[config.mk]
export PLATFORM = sky130hd
export DESIGN_NAME = reorder_buffer
export DESIGN_NICKNAME = d
export VERILOG_FILES = /design/src/rtl/reorder_buffer_pkg.sv /design/src/rtl/reorder_buffer.sv
export SDC_FILE = /design/constraint.sdc
export NUM_CORES = 1
export LEC_CHECK = 0
export BUFFER_PORTS_ARGS = -buffer_cell sky130_fd_sc_hd__buf_2
export CAP_MARGIN = 30
export CORE_ASPECT_RATIO = 0.5
export CORE_MARGIN = 1.5
export CORE_UTILIZATION = 50
export CTS_CLUSTER_SIZE = 8
export DETAILED_ROUTE_END_ITERATION = 8
export PLACE_DENSITY_LB_ADDON = 0.3
export SLEW_MARGIN = 20
export SYNTH_ARGS = -nofsm -noshare
export SYNTH_HDL_FRONTEND = slang
export SYNTH_SLANG_ARGS = --single-unit
[constraint.sdc]
create_clock -name clk_in -period 5.9 [get_ports clk_in]
set_input_delay 0.295 -clock clk_in [delete_from_list [all_inputs] [get_ports clk_in]]
set_output_delay 0.295 -clock clk_in [all_outputs]
set_load 0.01 [all_outputs]
[src/rtl/reorder_buffer_pkg.sv]
// Shared reorder-buffer types and sizing.
// ROB_SIZE / ROB_IDX_W are also used by the register file (rob_ix) and the
// reservation stations, so the tag width stays consistent across the core.
package reorder_buffer_pkg;

  localparam int ROB_SIZE   = 8;
  localparam int ROB_IDX_W  = $clog2(ROB_SIZE);
  localparam int ROB_DATA_W = 32;
  localparam int REG_ADDR_W = 5;

  typedef struct packed {
    logic                  busy;
    logic                  done;
    logic                  we;
    logic [REG_ADDR_W-1:0] rd;
    logic [ROB_DATA_W-1:0] data;
    logic                  mispredict;
    logic [31:0]           target;
  } rob_entry_t;

endpackage

[src/rtl/reorder_buffer.sv]
// In-order retirement buffer.
// Allocation side : alloc_valid_in/we/rd in, alloc_ready_out, alloc_idx_out (= tail).
// Result side     : cdb_valid_in, cdb_idx_in, cdb_data_in, cdb_mispredict_in, cdb_target_in.
// Commit side     : commit_valid_out, we_out, wa_out, wd_out, wrob_ix_out (registered pulses).
// Flush side      : flush_out, flush_addrs_out, redirect_pc_out (registered pulses).
// Status          : count_out = occupied entries.
// clk_in, rst_in (synchronous, active-low).
module reorder_buffer
  import reorder_buffer_pkg::*;
#(
  parameter int SIZE   = ROB_SIZE,
  parameter int IDX_W  = $clog2(SIZE),
  parameter int DATA_W = ROB_DATA_W
) (
  input  logic              clk_in,
  input  logic              rst_in,
  input  logic              alloc_valid_in,
  input  logic              alloc_we_in,
  input  logic [4:0]        alloc_rd_in,
  output logic              alloc_ready_out,
  output logic [IDX_W-1:0]  alloc_idx_out,
  input  logic              cdb_valid_in,
  input  logic [IDX_W-1:0]  cdb_idx_in,
  input  logic [DATA_W-1:0] cdb_data_in,
  input  logic              cdb_mispredict_in,
  input  logic [31:0]       cdb_target_in,
  output logic              we_out,
  output logic [4:0]        wa_out,
  output logic [DATA_W-1:0] wd_out,
  output logic [IDX_W-1:0]  wrob_ix_out,
  output logic              commit_valid_out,
  output logic              flush_out,
  output logic [SIZE-1:0]   flush_addrs_out,
  output logic [31:0]       redirect_pc_out,
  output logic [IDX_W:0]    count_out
);

  localparam logic [IDX_W:0]  FULL_CNT = (IDX_W+1)'(SIZE);
  localparam logic [SIZE-1:0] ONE_HOT0 = {{(SIZE-1){1'b0}}, 1'b1};

  rob_entry_t       entry [SIZE];
  rob_entry_t       head_ent;
  logic [IDX_W-1:0] head;
  logic [IDX_W-1:0] tail;
  logic [IDX_W:0]   count;
  logic [SIZE-1:0]  busy_mask;
  logic             flush_pending;
  logic             commit_fire;
  logic             alloc_fire;

  assign head_ent      = entry[head];
  assign commit_fire   = head_ent.busy && head_ent.done;
  assign flush_pending = commit_fire && head_ent.mispredict;

  // Full blocks allocation even when the head retires this cycle.
  assign alloc_ready_out = (count != FULL_CNT) && !flush_pending;
  assign alloc_idx_out   = tail;
  assign alloc_fire      = alloc_valid_in && alloc_ready_out;
  assign count_out       = count;

  always_comb begin
    busy_mask = '0;
    for (int i = 0; i < SIZE; i++) busy_mask[i] = entry[i].busy;
  end

  always_ff @(posedge clk_in) begin
    if (!rst_in) begin
      for (int i = 0; i < SIZE; i++) entry[i] <= '0;
      head             <= '0;
      tail             <= '0;
      count            <= '0;
      we_out           <= 1'b0;
      wa_out           <= '0;
      wd_out           <= '0;
      wrob_ix_out      <= '0;
      commit_valid_out <= 1'b0;
      flush_out        <= 1'b0;
      flush_addrs_out  <= '0;
      redirect_pc_out  <= '0;
    end else begin
      we_out           <= 1'b0;
      wa_out           <= '0;
      wd_out           <= '0;
      wrob_ix_out      <= '0;
      commit_valid_out <= 1'b0;
      flush_out        <= 1'b0;
      flush_addrs_out  <= '0;
      redirect_pc_out  <= '0;

      if (commit_fire) begin
        commit_valid_out <= 1'b1;
        we_out           <= head_ent.we;
        wa_out           <= head_ent.rd;
        wd_out           <= head_ent.data;
        wrob_ix_out      <= head;
      end

      if (flush_pending) begin
        // Head still writes back (link register); everything younger is dropped
        // and any CDB result landing this cycle is discarded with it.
        flush_out       <= 1'b1;
        flush_addrs_out <= busy_mask & ~(ONE_HOT0 << head);
        redirect_pc_out <= head_ent.target;
        for (int i = 0; i < SIZE; i++) entry[i] <= '0;
        head  <= '0;
        tail  <= '0;
        count <= '0;
      end else begin
        if (cdb_valid_in && entry[cdb_idx_in].busy) begin
          entry[cdb_idx_in].done       <= 1'b1;
          entry[cdb_idx_in].data       <= cdb_data_in;
          entry[cdb_idx_in].mispredict <= cdb_mispredict_in;
          entry[cdb_idx_in].target     <= cdb_target_in;
        end
        if (alloc_fire) begin
          entry[tail].busy       <= 1'b1;
          entry[tail].done       <= 1'b0;
          entry[tail].we         <= alloc_we_in && (alloc_rd_in != 5'd0);
          entry[tail].rd         <= alloc_rd_in;
          entry[tail].mispredict <= 1'b0;
          tail                   <= tail + 1'b1;
        end
        // Placed last so it wins over a stray CDB write to the retiring tag.
        if (commit_fire) begin
          entry[head].busy <= 1'b0;
          entry[head].done <= 1'b0;
          head             <= head + 1'b1;
        end
        case ({alloc_fire, commit_fire})
          2'b10:   count <= count + 1'b1;
          2'b01:   count <= count - 1'b1;
          default: count <= count;
        endcase
      end
    end
  end

endmodule

==> out/metrics.csv, run 1 <==
metric;value;unit
async_flop_share;0;%
outcome;finished clean;
tns;0;ns
drv_slew;0;
startpoint_type;register;
grt_pass1_vias;17500;
crit_path_max_fanout;45;
syn_area;0.0282;sq mm
max-vdd-ir-drop;0.000202;V
cts.sinks;680;
fmaxAchievable;214;MHz
ys_ff_latch;680;
dpl.cell_count;2790;
mostFrequentLayoutCells;566 x nor2_1, 560 x edfxtp_1, 167 x buf_2;
syn_inst;1969;
cts_buffer_depth;3;
setup_viol;0;
worst_pin_slew;1.05;ns
dieArea;0.0580;sq mm
drc;0;
grt_use_total;24.5;%
grt_pass1_wl;106;mm
core;0.0556;sq mm
cts_inserted_buffers;94;
synth_cell_types;56;
yosys_most_used_dff;edfxtp_1;
final_common_cell;nor2_1;
clk_pin_slew;0.05;ns
vias;17400;
wl_per_cell;23.7;um
gp_congestion;0.822;
hold_viol_final;0;
pin_count;169;
cts_setup_buffers;0;
setup.worst_path.end_class;register;
area_growth;15.6;%
syn_nets;2058;
hpwlAfterDp;39.2;mm
ctsResizeCount;0;
diodes;0;
portBuffers;168;
rsz0062_at_grt;false;
layout-drive-gt1-share;21.8;%
drt_iter0_markers;1946;
yosysSeqAreaShare;68.1;%
place_ws;1.16;ns
slew_headroom;29.9;%
min_period_over_period;79.3;%
grt_max_degree;109;
finalWirelength;70.4;mm
finalWorstSetupSlack;1.22;ns
clk_latency;0.64;ns
grt_antenna_before_repair;0;
fin_util;58.7;%
syn_avg_cell_area;14.3;sq um
start_util;50.8;%
cap_violations;0;
r2r_slack;1.22;ns
htree_levels;3;
via_per_inst;5.86;
final_antenna_net_count;0;
yosysWarnings;0;
rows;61;
powerDensity;331;mW/mm^2
nets;2221;
cts_tree;built;
dr.pass1.iters;5;
arrival;5.02;ns
finalCriticalPeriod;4.68;ns
root_buffer;clkbuf_16;
die_w;339;um
worstHoldPathType;in2reg;
layout.cells.non_filler;2967;
crit_required;6.24;ns
min_from;alloc_rd_in[4];
clock_skew;0.0349;ns
criticalPathCategory;reg2reg;
leakagePower;11.5;nW
grt_overflow;0;
cts_hold_buf;0;
synth_edf_count;560;
die_h;171;um
## path summary, 6_finish.rpt
| kind | to | depth (start not counted) |
|---|---|---|
| min | entry[4][69]$_DFFE_PP_ | 2 |
| max reg2reg | entry[0][16]$_DFFE_PP_ | 5 |
| max | entry[0][16]$_DFFE_PP_ | 5 |
| min reg2reg | entry[6][71]$_SDFF_PP0_ | 2 |
## cell usage after synthesis (all sizes together) (3+ instances only)
cell type  number  share of area [%]
nor4           42               0.93
nand2b          6               0.13
a21oi           8               0.14
mux2i          81                2.9
clkbuf         61               0.82
and2            4              0.089
edfxtp        560                 60
inv            16               0.21
o21ai           6               0.11
nor3b           4               0.11
or3             3              0.066
nand2          90                1.2
ha             10               0.44
mux4          143                 11
nand3b          5               0.13
dfxtp         120                8.5
nand3          39               0.69
xor2            3              0.093
a2111oi         4               0.19
nor2          566                7.5
a32oi           4               0.12
and3           31               0.69
o31ai           4               0.11
a211oi          7               0.19
buf            82                1.5
o311ai          8               0.65
nor2b           6               0.13
nor3           33               0.60
## area by class of cell
cell class,instances,area (sq um)
multi-input cells,1129,8430
clock inverters,6,135
well taps,756,946
fillers,4267,23000
repair buffers,210,1180
clock buffers,169,2660
inverters,17,63.8
flip-flops and latches,680,19200
## cell families after synthesis
| family | count (synthesis) | synth area share (%) |
|---|---|---|
| buffers and inverters | 160 | 2.56 |
| and+or+nand+nor | 836 | 12.5 |
| adders and majority gates | 11 | 0.514 |
| AOI/OAI and AO/OA | 53 | 1.96 |
| xor gates and xnor gates | 5 | 0.155 |
| DFF | 680 | 68.1 |
| muxes | 224 | 14.3 |
## stage by stage
stage | power [W] | instance area (sq um) | hold WS (ns)
final | 0.0108 | 32600 | 0.0575
after global routing | 0.0111 | 32600 | 0.0573
after CTS | 0.0109 | 32600 | 0.0341
after detailed placement | 0.00584 | 29800 | 0.470
after global placement | 0.00583 | 29800 | 0.464
after floorplan | 0.00568 | 28200 | 0.442
## flip-flops by register name, summed over array words and instances, names as in the netlist, named ones only
register          flops
commit_valid_out      1
flush_addrs_out       8
entry               584
we_out                1
alloc_idx_out         3
count_out             4
redirect_pc_out      32
flush_out             1
wrob_ix_out           3
wd_out               32
head                  3
wa_out                5
## where the power goes
group | switching [W] | internal (W)
Sequential | 0.0000471 | 0.00533
Combinational | 0.000267 | 0.000106
Clock | 0.00203 | 0.00304
Total | 0.00234 | 0.00847
## critical path, cell delays in order (launching register included)
cell and delay, ns:
dfxtp_4 0.91, o21ai_0 0.38, o22ai_4 0.75, or3_1 0.88
nand3_4 0.90, buf_4 0.56
## metal layers
metal  share of wire (%)  track usage, %  routed length, um
met5                   0               0                  0
met1                  42            34.4              29600
met3                 8.2            4.12               5810
met4                 2.5            7.55               1750
met2                  47            39.4              33300
(Power assumes the default switching activity.)
==> inputs of run 2 (changes only) <==
ABC_AREA = 1   (was not set)
clock period = 4.8 ns   (was 5.9 ns; I/O delays follow)
==> out/metrics.csv, run 2 <==
metric;value;unit
outcome;finished clean;
leakagePower;13.1;nW
yosysTopAreaCell;edfxtp_1;
core;0.0559;sq mm
num-fill-cells;4551;
arrival;4.23;ns
top_register;entry;
drt_iter0_markers;2512;
syn_inst;2717;
powerDensity;405;mW/mm^2
grt_overflow;0;
min_period_over_period;82.7;%
setup_viol;0;
startpoint_type;register;
critical_path.top_delay_family;simple AND/OR/NAND/NOR gates;
clk_pin_slew;0.05;ns
dieArea;0.0586;sq mm
tns;0;ns
grt_pass1_wl;115;mm
criticalPathCategory;reg2reg;
pin_count;169;
grt_max_degree;233;
htree_levels;3;
cts_tree;built;
yosysWarnings;0;
syn_avg_cell_area;10.5;sq um
max_stage_delay;0.83;ns
cap_violations;0;
start_util;51.0;%
seq_area;0.0192;sq mm
setup.worst_path.end_class;register;
vias;21000;
syn_area;0.0285;sq mm
largest_reg_flops;584;
wl_per_cell;20.5;um
max-vdd-ir-drop;0.000235;V
fmaxAchievable;252;MHz
portBuffers;168;
yosysMostFrequentCell;nor2_1;
crit_required;5.06;ns
area_growth;14.4;%
synth.area.top_cells;edfxtp_1 59%, nor2_1 11%, dfxtp_1 8.4%;
finalWirelength;75.4;mm
async_flop_share;0;%
fin_util;58.3;%
reg.largest.list;entry (584), redirect_pc_out (32), wd_out (32);
final_antenna_net_count;0;
layout-drive-gt1-share;12.5;%
drc;0;
cts_buffer_depth;3;
cts_inserted_buffers;94;
multiInputGateArea;0.00788;sq mm
cp_common_cell;nand2_4;
mostFrequentLayoutCells;836 x nor2_1, 560 x edfxtp_1, 299 x o21ai_0;
hold_viol_final;0;
finalCriticalPeriod;3.97;ns
root_buffer;clkbuf_16;
path_cells;inv_8 > nand2_1 > nand3_1 > nand3_1 > nand2_1 > nand2_4 > nand2_4 > nor2_8 > nand2_4 > nand2_4 > buf_4;
crit_buf_inv;2;
via_per_inst;5.72;
gp_congestion;0.901;
worstHoldPathType;in2reg;
die_h;172;um
ctsResizeCount;0;
finalWorstSetupSlack;0.830;ns
rsz0062_at_grt;false;
grt_antenna_before_repair;1;
grt_use_total;25.4;%
dr.pass1.iters;6;
grt_pass1_vias;20100;
clock_skew;0.0220;ns
whs;0.0229;ns
hpwlAfterDp;39.5;mm
yosysSeqAreaShare;67.4;%
worst_pin_slew;1.07;ns
final_common_cell;nor2_1;
synth_cell_types;32;
rows;61;
crit_path_max_fanout;63;
place_ws;0.898;ns
syn_nets;2806;
yosys_most_used_dff;edfxtp_1;
slew_headroom;28.8;%
die_w;341;um
nets;2926;
ys_ff_latch;680;
cts_setup_buffers;0;
synth_common_cells;836 x nor2_1, 560 x edfxtp_1, 300 x o21ai_0;
drv_slew;0;
synth_edf_count;560;
clk_latency;0.63;ns
cts_hold_buf;5;
crit_slowest_cell;dfxtp_4;
cts.sinks;680;
netlist.area_leader.share;59.0;%
diodes;0;
==> run 2: routing by layer <==
metal  track usage, %  vias up  wire (um)
li1                 -     9594          -
met1             35.5    10100      31000
met2             40.7     1159      35200
met3             4.46      146       7350
met4             8.48        0       1910
met5                0        -          0
==> run 2: path summary, 6_finish.rpt <==
path,slack [ns],start,depth (start not counted),endpoint
worst max-delay path,0.83,register,11,entry[0][54]$_DFFE_PP_
worst max register to register,0.83,register,11,entry[0][54]$_DFFE_PP_
worst min register to register,0.48,entry[7][71]$_SDFF_PP0_,2,entry[7][71]$_SDFF_PP0_
worst min-delay path,0.02,cdb_data_in[5],3,entry[6][38]$_DFFE_PP_
==> run 2: logic make-up after synthesis <==
kind of cell	synth area share, %
flops	67.4
xor+xnor	0.0307
compound gates	10.4
buf+inv	5.21
simple gates	16.4
fa+ha+maj	0.509
==> run 2: area by class of cell <==
cell class	count	area share, %
clock buffer	169	8.14
clock inverter	5	0.303
inverter	120	1.41
multi-input combinational	1732	24.2
sequential	680	59.0
tap	756	2.90
timing repair buffer	209	4.13
==> run 2: worst min-delay path, delay by kind of cell <==
kind	cells	cell delay [ns]
buffers and inverters	2	0.19
and+or+nand+nor	1	0.12
==> run 2: report_power, final <==
group	switching, W	internal [W]
logic	0.000316	0.0000896
clock network	0.00250	0.00372
registers	0.0000512	0.00655
==> run 2: metrics by stage <==
step	instance area [sq um]	instances	power, W
final	32600	3671	0.0132
after global routing	32600	3671	0.0136
after CTS	32500	3667	0.0133
after detailed placement	29700	3488	0.00711
after global placement	29600	3483	0.00710
after floorplan	28500	2717	0.00694
==> inputs of run 3 (changes only) <==
clock period = 3.9 ns   (was 4.8 ns; I/O delays follow)
==> out/metrics.csv, run 3 (synthesized netlist as in run 2, its figures left out) <==
metric;value;unit
outcome;finished clean;
drc;0;
portBuffers;168;
whs_path_depth;3;
fmaxAchievable;335;MHz
clk_pin_slew;0.05;ns
final_common_cell;nor2_1;
nets;2980;
grt_use_total;25.4;%
rsz0062_at_grt;false;
crit_path_max_fanout;48;
final_antenna_net_count;0;
grt_max_degree;223;
finalWorstSetupSlack;0.913;ns
dr.pass1.iters;6;
root_buffer;clkbuf_16;
whs;0.0146;ns
top_register;entry;
hpwlAfterDp;39.0;mm
setup.worst_path.end_class;register;
clk_latency;0.64;ns
core;0.0559;sq mm
grt_overflow;0;
grt_pass1_wl;115;mm
dpl.cell_count;3500;
via_per_inst;5.68;
finalCriticalPeriod;2.99;ns
cts_buffer_depth;3;
wl_per_cell;20.1;um
gp_congestion;0.916;
cts.sinks;680;
leakagePower;13.4;nW
max-vdd-ir-drop;0.000347;V
powerDensity;493;mW/mm^2
die_w;341;um
clock_skew;0.0350;ns
crit_required;4.18;ns
grt_pass1_vias;20600;
finalWirelength;75.0;mm
place_ws;0.951;ns
drt_iter0_markers;2224;
area_growth;16.5;%
grt_antenna_before_repair;0;
reg2regPathDepth;11;
die_h;172;um
dieArea;0.0586;sq mm
worstHoldPathType;in2reg;
criticalPathCategory;reg2reg;
layout.cells.non_filler;3727;
largest_reg_flops;584;
pin_count;169;
drv_slew;0;
arrival;3.27;ns
slew_headroom;29.6;%
layout-drive-gt1-share;12.8;%
hold_viol_final;0;
htree_levels;3;
cts_inserted_buffers;94;
diodes;0;
rows;61;
vias;21200;
cap_violations;0;
power;0.0164;W
tns;0;ns
start_util;51.0;%
cts_tree;built;
reg.largest.list;entry (584), redirect_pc_out (32), wd_out (32);
min_period_over_period;76.6;%
setup_viol;0;
startpoint_type;register;
mostFrequentLayoutCells;836 x nor2_1, 560 x edfxtp_1, 299 x o21ai_0;
worst_pin_slew;1.06;ns
## run 3: per-stage QoR
stage / utilization (%) / cell area [sq um]
finish: 59.4 / 33200
global route: 59.4 / 33200
floorplan: - / 28500
detailed placement: 53.3 / 29800
global placement: 53.2 / 29800
CTS: 59.1 / 33000
## run 3: layer usage
layer / part of all wire, % / vias up / GRT usage [%]
met5: 0 / - / 0
met2: 47 / 1020 / 41.2
met3: 8.4 / 145 / 3.89
met4: 2.6 / 0 / 8.89
li1: - / 9694 / -
met1: 42 / 10300 / 35.2
## run 3: what timing repair did
action	CTS	global route
hold buffers	45	0
resized for setup	0	0
setup buffers	0	0
endpoints found under the hold margin	288	0
## run 3: area by class of cell
cell class,instances,area [sq um]
Fill cell,4501,22700
Sequential cell,680,19200
Multi-Input combinational cell,1732,7880
Clock buffer,170,2660
Timing Repair Buffer,263,1900
Tap cell,756,946
Inverter,120,460
Clock inverter,6,136
## run 3: worst max-delay path, stage by stage (launching register included)
cell and delay, ns:
dfxtp_4 0.44, inv_8 0.13, nand2_1 0.09, nand3_1 0.07, nand3_1 0.09, nand2_1 0.19, nand2_4 0.18, nand2_4 0.15
nor2_8 0.29, nand2_4 0.09, nand2_4 0.44, buf_4 0.42
## run 3: path summary, 6_finish.rpt
kind                                start  slack, ns                      end
setup / recovery                 register       0.91    entry[1][7]$_DFFE_PP_
hold reg to reg   entry[3][71]$_SDFF_PP0_       0.49  entry[3][71]$_SDFF_PP0_
hold / removal          cdb_target_in[28]       0.01   entry[4][28]$_DFFE_PP_
setup reg to reg                 register       0.91    entry[1][7]$_DFFE_PP_
## run 3: report_power, final
group	switching, W	internal [W]
Clock	0.00311	0.00460
Combinational	0.000396	0.000146
Sequential	0.0000599	0.00806
Total	0.00356	0.0128
